$ cat config.mk
export PLATFORM = sky130hd
export DESIGN_NAME = regfile_mp
export DESIGN_NICKNAME = d
export VERILOG_FILES = /design/src/rtl/regfile_pkg.sv /design/src/rtl/regfile_clear_seq.sv /design/src/rtl/regfile_mp.sv
export SDC_FILE = /design/constraint.sdc
export NUM_CORES = 1
export LEC_CHECK = 0
export CAP_MARGIN = 0
export CELL_PAD_IN_SITES_DETAIL_PLACEMENT = 0
export CELL_PAD_IN_SITES_GLOBAL_PLACEMENT = 1
export CORE_AREA = 2 2 262 264
export DETAILED_ROUTE_END_ITERATION = 8
export DIE_AREA = 0 0 264 266
export GPL_TIMING_DRIVEN = 0
export PLACE_DENSITY = 0.76
export SYNTH_ARGS = -nofsm -noshare
export SYNTH_HDL_FRONTEND = slang
export SYNTH_SLANG_ARGS = --single-unit
$ cat constraint.sdc
create_clock -name clk -period 9.32 [get_ports clk]
set_clock_uncertainty 0.2 [all_clocks]
set_input_delay 1.398 -clock clk [delete_from_list [all_inputs] [get_ports clk]]
set_output_delay 1.398 -clock clk [all_outputs]
set_load 0.005 [all_outputs]
$ cat src/rtl/regfile_pkg.sv
// rtl/regfile_pkg.sv - shared types and helpers for the multi-write register file
//   state_t         : clear sequencer states (CLEAR, RUN)
//   abits_for()     : register address width for a given register count
//   port1_commit()  : write priority, port 2 wins an address collision
package regfile_pkg;

    typedef enum logic {
        CLEAR = 1'b0,
        RUN   = 1'b1
    } state_t;

    localparam int DEFAULT_DBITS = 32;
    localparam int DEFAULT_REGS  = 16;

    // A one-entry file would still need a one-bit address.
    function automatic int abits_for(input int regs);
        return (regs > 1) ? $clog2(regs) : 1;
    endfunction

    // Port 1 is dropped when port 2 writes the same register in the same cycle.
    function automatic logic port1_commit(input logic en1, input logic en2, input logic same_addr);
        return en1 && !(en2 && same_addr);
    endfunction

endpackage

$ cat src/rtl/regfile_clear_seq.sv
// rtl/regfile_clear_seq.sv - post-reset clear sequencer for the register file
//   clk, reset      : clock, synchronous active-high reset
//   clrEn, clrAddr  : zero-write request onto the array write port
//   ready           : high once every entry has been cleared
module regfile_clear_seq
    import regfile_pkg::*;
#(
    parameter int REGS  = DEFAULT_REGS,
    parameter int ABITS = abits_for(REGS)
) (
    input  logic             clk,
    input  logic             reset,
    output logic             clrEn,
    output logic [ABITS-1:0] clrAddr,
    output logic             ready
);

    state_t           state;
    state_t           state_n;
    logic [ABITS-1:0] cnt;
    logic [ABITS-1:0] cnt_n;

    always_ff @(posedge clk) begin
        if (reset) begin
            state <= CLEAR;
            cnt   <= '0;
        end else begin
            state <= state_n;
            cnt   <= cnt_n;
        end
    end

    // clrEn stays high while reset is held, so entry 0 is rewritten every cycle.
    always_comb begin
        state_n = state;
        cnt_n   = cnt;
        clrEn   = 1'b0;
        clrAddr = cnt;
        ready   = 1'b0;
        case (state)
            CLEAR: begin
                clrEn = 1'b1;
                cnt_n = cnt + 1'b1;
                if (cnt == ABITS'(REGS - 1)) begin
                    state_n = RUN;
                end
            end
            RUN: begin
                ready = 1'b1;
            end
            default: state_n = CLEAR;
        endcase
    end

endmodule

$ cat src/rtl/regfile_mp.sv
// rtl/regfile_mp.sv - register file, two prioritised write ports, three combinational reads
//   Optional feature macro: REGFILE_BYPASS_EN (same-cycle write-to-read forwarding)
//   clk, reset                   : clock, synchronous active-high reset (starts clear)
//   wrtEn, wrtData               : write port 1, address rd
//   wrtEn2, wrtAddr2, wrtData2   : write port 2, wins collisions with port 1
//   rd, rs1, rs2                 : read addresses
//   outd, out1, out2             : read data, forced to 0 until ready
//   ready                        : clear finished, writes accepted
module regfile_mp
    import regfile_pkg::*;
#(
    parameter int DBITS    = DEFAULT_DBITS,
    parameter int REGS     = DEFAULT_REGS,
    parameter int ABITS    = abits_for(REGS),
    parameter int ZERO_REG = 0
) (
    input  logic             clk,
    input  logic             reset,
    input  logic             wrtEn,
    input  logic [DBITS-1:0] wrtData,
    input  logic             wrtEn2,
    input  logic [ABITS-1:0] wrtAddr2,
    input  logic [DBITS-1:0] wrtData2,
    input  logic [ABITS-1:0] rd,
    input  logic [ABITS-1:0] rs1,
    input  logic [ABITS-1:0] rs2,
    output logic [DBITS-1:0] outd,
    output logic [DBITS-1:0] out1,
    output logic [DBITS-1:0] out2,
    output logic             ready
);

    logic [DBITS-1:0] regs [REGS];
    logic             clrEn;
    logic [ABITS-1:0] clrAddr;
    logic             run_we1;
    logic             run_we2;
    logic             we1;
    logic             we2;

    regfile_clear_seq #(
        .REGS  (REGS),
        .ABITS (ABITS)
    ) u_clear_seq (
        .clk     (clk),
        .reset   (reset),
        .clrEn   (clrEn),
        .clrAddr (clrAddr),
        .ready   (ready)
    );

    // User writes are also blocked on the reset edge itself, while state may still be RUN.
    assign run_we1 = wrtEn  && ready && !reset && !((ZERO_REG != 0) && (rd == '0));
    assign run_we2 = wrtEn2 && ready && !reset && !((ZERO_REG != 0) && (wrtAddr2 == '0));
    assign we2     = run_we2;
    assign we1     = port1_commit(run_we1, run_we2, rd == wrtAddr2);

    // clrEn and ready are mutually exclusive, so the clear never races a user write.
    always_ff @(posedge clk) begin
        if (clrEn) begin
            regs[clrAddr] <= '0;
        end else begin
            if (we1) begin
                regs[rd] <= wrtData;
            end
            if (we2) begin
                regs[wrtAddr2] <= wrtData2;
            end
        end
    end

    function automatic logic [DBITS-1:0] read_port(input logic [ABITS-1:0] addr);
        logic [DBITS-1:0] val;
        val = regs[addr];
`ifdef REGFILE_BYPASS_EN
        // Port 2 is checked last so it wins a double match.
        if (we1 && (addr == rd)) begin
            val = wrtData;
        end
        if (we2 && (addr == wrtAddr2)) begin
            val = wrtData2;
        end
`endif
        if (!ready || ((ZERO_REG != 0) && (addr == '0))) begin
            val = '0;
        end
        return val;
    endfunction

    always_comb begin
        outd = read_port(rd);
        out1 = read_port(rs1);
        out2 = read_port(rs2);
    end

endmodule

* Word level (Yosys, flattened, before mapping)
Memory sizes are Yosys's and may differ from the RTL's.
Cells that the tools add are included.
** Operators by class
- Bitwise gates (word level) :: 0
- Div/mod/pow operators :: 0
- Magnitude comparators :: 0
- $add $sub $neg :: 1
- Shift-type cells :: 0
- Multipliers :: 0
- Muxes and demuxes :: 16
- Eq/ne operators :: 2
- Reductions and logical operators :: 9
** Operators by type and width (number)
- 32-bit 2-to-1 mux :: 4
- 32-bit OR reduction :: 1
- 1-bit 2-to-1 mux :: 11
- 1-bit logical AND :: 6
- 4-bit by 1-bit adder with 4-bit output (second input constant) :: 1
- 4-bit == test :: 1
- 4-bit == test (second input constant) :: 1
- 4-bit 2-to-1 mux :: 1
- 1-bit zero test :: 2
** Word-level totals
- Memory bits (writable) :: 512
- Word-level logic and storage cells :: 31
- ROM bits :: 0
- Bits in latches :: 0
- Register bits after elaboration :: 5
- Memories kept :: 1
** Memories
- regs :: depth 16, bits a word 32, read ports 3, clocked after Yosys merged registers in 0, write ports 2, RTL line regfile_mp.sv:33 : logic [DBITS-1:0] regs [REGS];

* Longest topological paths before layout
- Depth after elaboration :: 11
- Mapped depth :: 9
- Gate-level depth less buffers :: 5

* Cells and area by module
A second synthesis with hierarchy kept.
** Second synthesis, totals
- Cells, all modules :: 2461
- Area total of the unflattened synthesis :: 33768.6 um^2
** By module, submodules not included
- regfile_mp :: times used 1, sequential area each 15374.7 um^2, cells each 2442, area each 33576.0 um^2
- regfile_clear_seq :: times used 1, sequential area each 100.1 um^2, cells each 19, area each 192.7 um^2

* Least setup slack after synthesis
Ideal clock, no wire load.
- Path kind :: input -> register
- Start point :: input port rd[1]
- End point :: memory regs[11][0] (netlist bit) (enable)
- Buffers on the path :: 2
- Path slack :: 3.554 ns
- Required time :: 8.648 ns
- Arrival time :: 5.094 ns
- Stages on the path :: 7
- Path through :: buf_2 > xnor2_1 > nand4_1 > o21ba_2 > buf_2 > mux2_2 > o32ai_1
** RTL lines
- start, declared :: RTL line regfile_mp.sv:24 : input logic [ABITS-1:0] rd,
- end, declared :: RTL line regfile_mp.sv:33

* Worst setup path in the final report
- Start point :: input port rd[2]
- End point :: output port outd[3]
** Between the ends
- Longest elaborated chain between the ends :: 2
** Ends and longest elaborated chain
- memory 16 x 32 bit
- 32-bit 2-to-1 mux :: RTL line regfile_mp.sv:84 : if (!ready || ((ZERO_REG != 0) && (addr == '0))) begin
- end, declared :: RTL line regfile_mp.sv:27 : output logic [DBITS-1:0] outd,
No other way between the ends.

==> flow_metrics.py <==
metrics = {
    "synth": {
        "synthCells": 2561,
        "synth_area_um2": 33400,
        "synth_top_family_by_area": "multiplexers",
        "muxShareOfSynthArea_pct": 32.5,
        "yosysWarnings": 0,
        "synth-seq-cells": 517,
        "synth_top_cell_area_share_pct": 46.0,
        "synthAdderAreaFrac_pct": 0.0374,
        "yosysSeqAreaShare_pct": 46.3,
        "synth-xor-area-share_pct": 0.183,
        "synth_compound_area_share_pct": 8.24,
        "yosys_most_used_dff": "edfxtp_1",
        "yosysUniqueCellTypes": 37,
        "yosys.area_share.simple_pct": 8.58,
        "yosys.area.top_type": "edfxtp_1",
        "synth_nets": 2646,
        "syn_avg_cell_area_um2": 13.1,
        "synth-edff-count": 512,
        "synthTopCellsByArea": "edfxtp_1 (46%), mux4_2 (32%), o21ai_0 (6.2%), nand2_1 (6.1%), clkbuf_1 (2.5%)",
        "async_flop_share_pct": 0,
    },
    "finish": {
        "area_delta_synth_final_pct": 15.7,
        "layout-drive-gt1-share_pct": 24.3,
        "nNetsFinal": 2880,
    },
    "floorplanning": {
        "num_rows": 96,
        "dieArea_um2": 70200,
        "die_w_um": 264,
        "io_pins": 181,
        "start_util_pct": 49.3,
        "die_height_um": 266,
        "core_area_um2": 67700,
    },
    "setup_path": {
        "ff2ff_path_depth": 6,
        "cp.arrival_ps": 5110,
        "reg2reg_slack_ps": 5490,
        "crit_type": "in2out",
        "startpoint": "rd[2]",
        "r2r-start": "u_clear_seq.state",
        "path_common_cell": "mux4_2",
        "r2r_end": "regs[4][0]",
        "crit_required_ps": 7720,
        "start_kind": "input pin",
        "slowest_stage": "buf_1",
        "cp-end-kind": "output pin",
        "path_cells": "clkbuf_1 > buf_2 > buf_1 > mux4_2 > mux4_2 > and2_1 > clkdlybuf4s50_1",
        "cp_max_fo": 10,
        "cp_slowest_stage_delay_ps": 960,
    },
    "global_route": {
        "grt_pass1_vias": 26800,
        "grt_pass1_wl_mm": 190,
        "grt_overflow": 0,
        "gr-usage-all-layers_pct": 38.7,
        "antenna_found_initial": 3,
        "grt_max_degree": 16,
    },
    "worst_hold_path": {
        "hold_depth": 2,
        "hp-start": "u_clear_seq.clrAddr[3]",
        "hold_path_end": "u_clear_seq.state",
        "min_path_type": "reg2reg",
    },
    "detailed_routing": {
        "post_drt_wl_per_cell_um": 36.4,
        "drt_wl_total_mm": 136,
        "post_drt_via_cell_ratio": 7.27,
        "drc": 0,
        "via_count": 27100,
        "antenna_left": 0,
        "first_pass_iters": 6,
        "drt_iter0_drc": 4500,
    },
    "pwr": {
        "total_power_w": 0.00549,
        "p_int_w": 0.00409,
        "leakagePower_nw": 12.8,
        "power.density_nw_per_um2": 142,
        "swShare_pct": 25.4,
        "ir_worst_vdd_mv": 0.147,
        "power.share.clock_pct": 40.8,
        "comb_power_share_pct": 11.7,
        "pwr-share-seq_pct": 47.5,
        "p_sw_w": 0.00139,
    },
    "cts": {
        "postCtsSetupRepairBufs": 0,
        "htreeDepth": 2,
        "cts_made_buffers": 59,
        "cts_resized": 0,
        "clk_latency_ps": 640,
        "clk_path_buf_depth": 3,
        "clockRootBuffer": "clkbuf_16",
        "cts_tree": "yes",
        "clock_sinks": 517,
        "cts_hold_buf": 0,
        "path_clk_slew_ps": 60,
    },
    "timing": {
        "fin_crit_sh_pct": 72.0,
        "worst_pin_slew_ps": 1370,
        "setup_viol": 0,
        "timing.hold.ws_ps": 383,
        "slew_headroom_pct": 8.43,
        "max_freq_ghz": 0.149,
        "rsz0062_at_grt": "false",
        "hold_viol_final": 0,
        "fin_crit_ps": 6710,
        "drv_slew": 0,
    },
    "placement": {
        "io_buffers": 137,
        "place_congestion": 0.941,
        "hpwl_mm": 96.2,
    },
    "job": {
        "cap_violations": 0,
    },
    "outcome": {
        "status": "complete, no violations",
    },
}
[state kept, by name, indices dropped and copies added (netlist names)]
name                 cells
regs                   512
u_clear_seq.clrAddr      4
u_clear_seq.state        1
[cell usage after synthesis, drive strengths merged (2+ instances only)]
cell type / number
nand2b: 2
xnor2: 4
xor2: 3
nand3: 2
clkbuf: 225
inv: 6
mux2i: 4
o32ai: 12
dfxtp: 5
nor3: 4
o21ai: 513
a21oi: 2
and2: 96
mux4: 480
nor2b: 6
nand2: 547
nor2: 21
nand3b: 3
buf: 98
edfxtp: 512
o31ai: 4
[per-layer routing]
layer / up-vias / track usage (%) / wire, um
li1: 10500 / - / -
met1: 13700 / 48.5 / 45700
met2: 2419 / 58.9 / 61000
met3: 535 / 14.4 / 20400
met4: 4 / 21.2 / 8610
met5: - / 0 / 27
[per-stage QoR]
step	utilization (%)	setup slack, ps	setup TNS (ps)	cell area, um^2	std cells
CTS	57.1	2830	0	38700	3722
detailed placement	54.4	2850	0	36900	3616
finish	57.1	2610	0	38700	3727
floorplan	-	3550	0	33400	2561
global route	57.1	2700	0	38700	3722
global placement	53.0	-1310	-324650	35900	3580
[power by group through the flow]
| stage | sequential [W] | combinational [W] | clock [W] |
|---|---|---|---|
| 6_report | 0.00260 | 0.000642 | 0.00224 |
| 5_1_grt | 0.00261 | 0.000651 | 0.00231 |
| 4_1_cts | 0.00260 | 0.000625 | 0.00222 |
| 3_5_place_dp | 0.00265 | 0.000622 | 0 |
| 3_3_place_gp | 0.00266 | 0.000584 | 0 |
| 2_1_floorplan | 0.00264 | 0.000386 | 0 |
[cells by family after synthesis]
logic type      after synthesis
mux                         485
buf+inv                     330
flops                       517
fa+ha+maj                     1
simple gates                685
xor+xnor                      7
compound gates              536
[critical path: cells and delay by family]
family                 cells  cell delay (ps)
AND/OR/NAND/NOR            1              200
multiplexers               2             1000
buffers and inverters      4             2490
[how the worst max path moves through the flow]
stage	slack, ps	cells past startpoint	end
after floorplan	3550	7	regs[11][0]
after global placement	-1310	5	regs[3][16]
after detailed placement	2850	7	outd[31]
after CTS	2830	7	outd[31]
after global routing	2700	7	outd[31]
final	2610	7	outd[3]
[final cells by class]
type	count	area (um^2)
Inverter	7	26.3
Multi-Input combinational cell	1714	16900
Tap cell	882	1100
Fill cell	5501	29100
Clock buffer	71	1560
Buffer	323	1370
Timing Repair Buffer	173	2050
Clock inverter	35	208
Antenna cell	5	12.5
Sequential cell	517	15500
[placed cells by master, fill, tap and decap left out, types with 6 or more instances in the layout]
cell type	n
nand2_1	547
edfxtp_1	512
mux4_2	480
o21ai_0	416
clkbuf_1	235
clkdlybuf4s50_1	137
o21ai_1	97
and2_1	96
clkbuf_16	61
buf_2	60
buf_1	24
buf_8	22
nor2_1	21
clkinv_1	19
clkinv_2	13
o32ai_4	12
buf_16	12
buf_6	11
nor2b_1	6
inv_1	6
(Power assumes the default switching activity.)
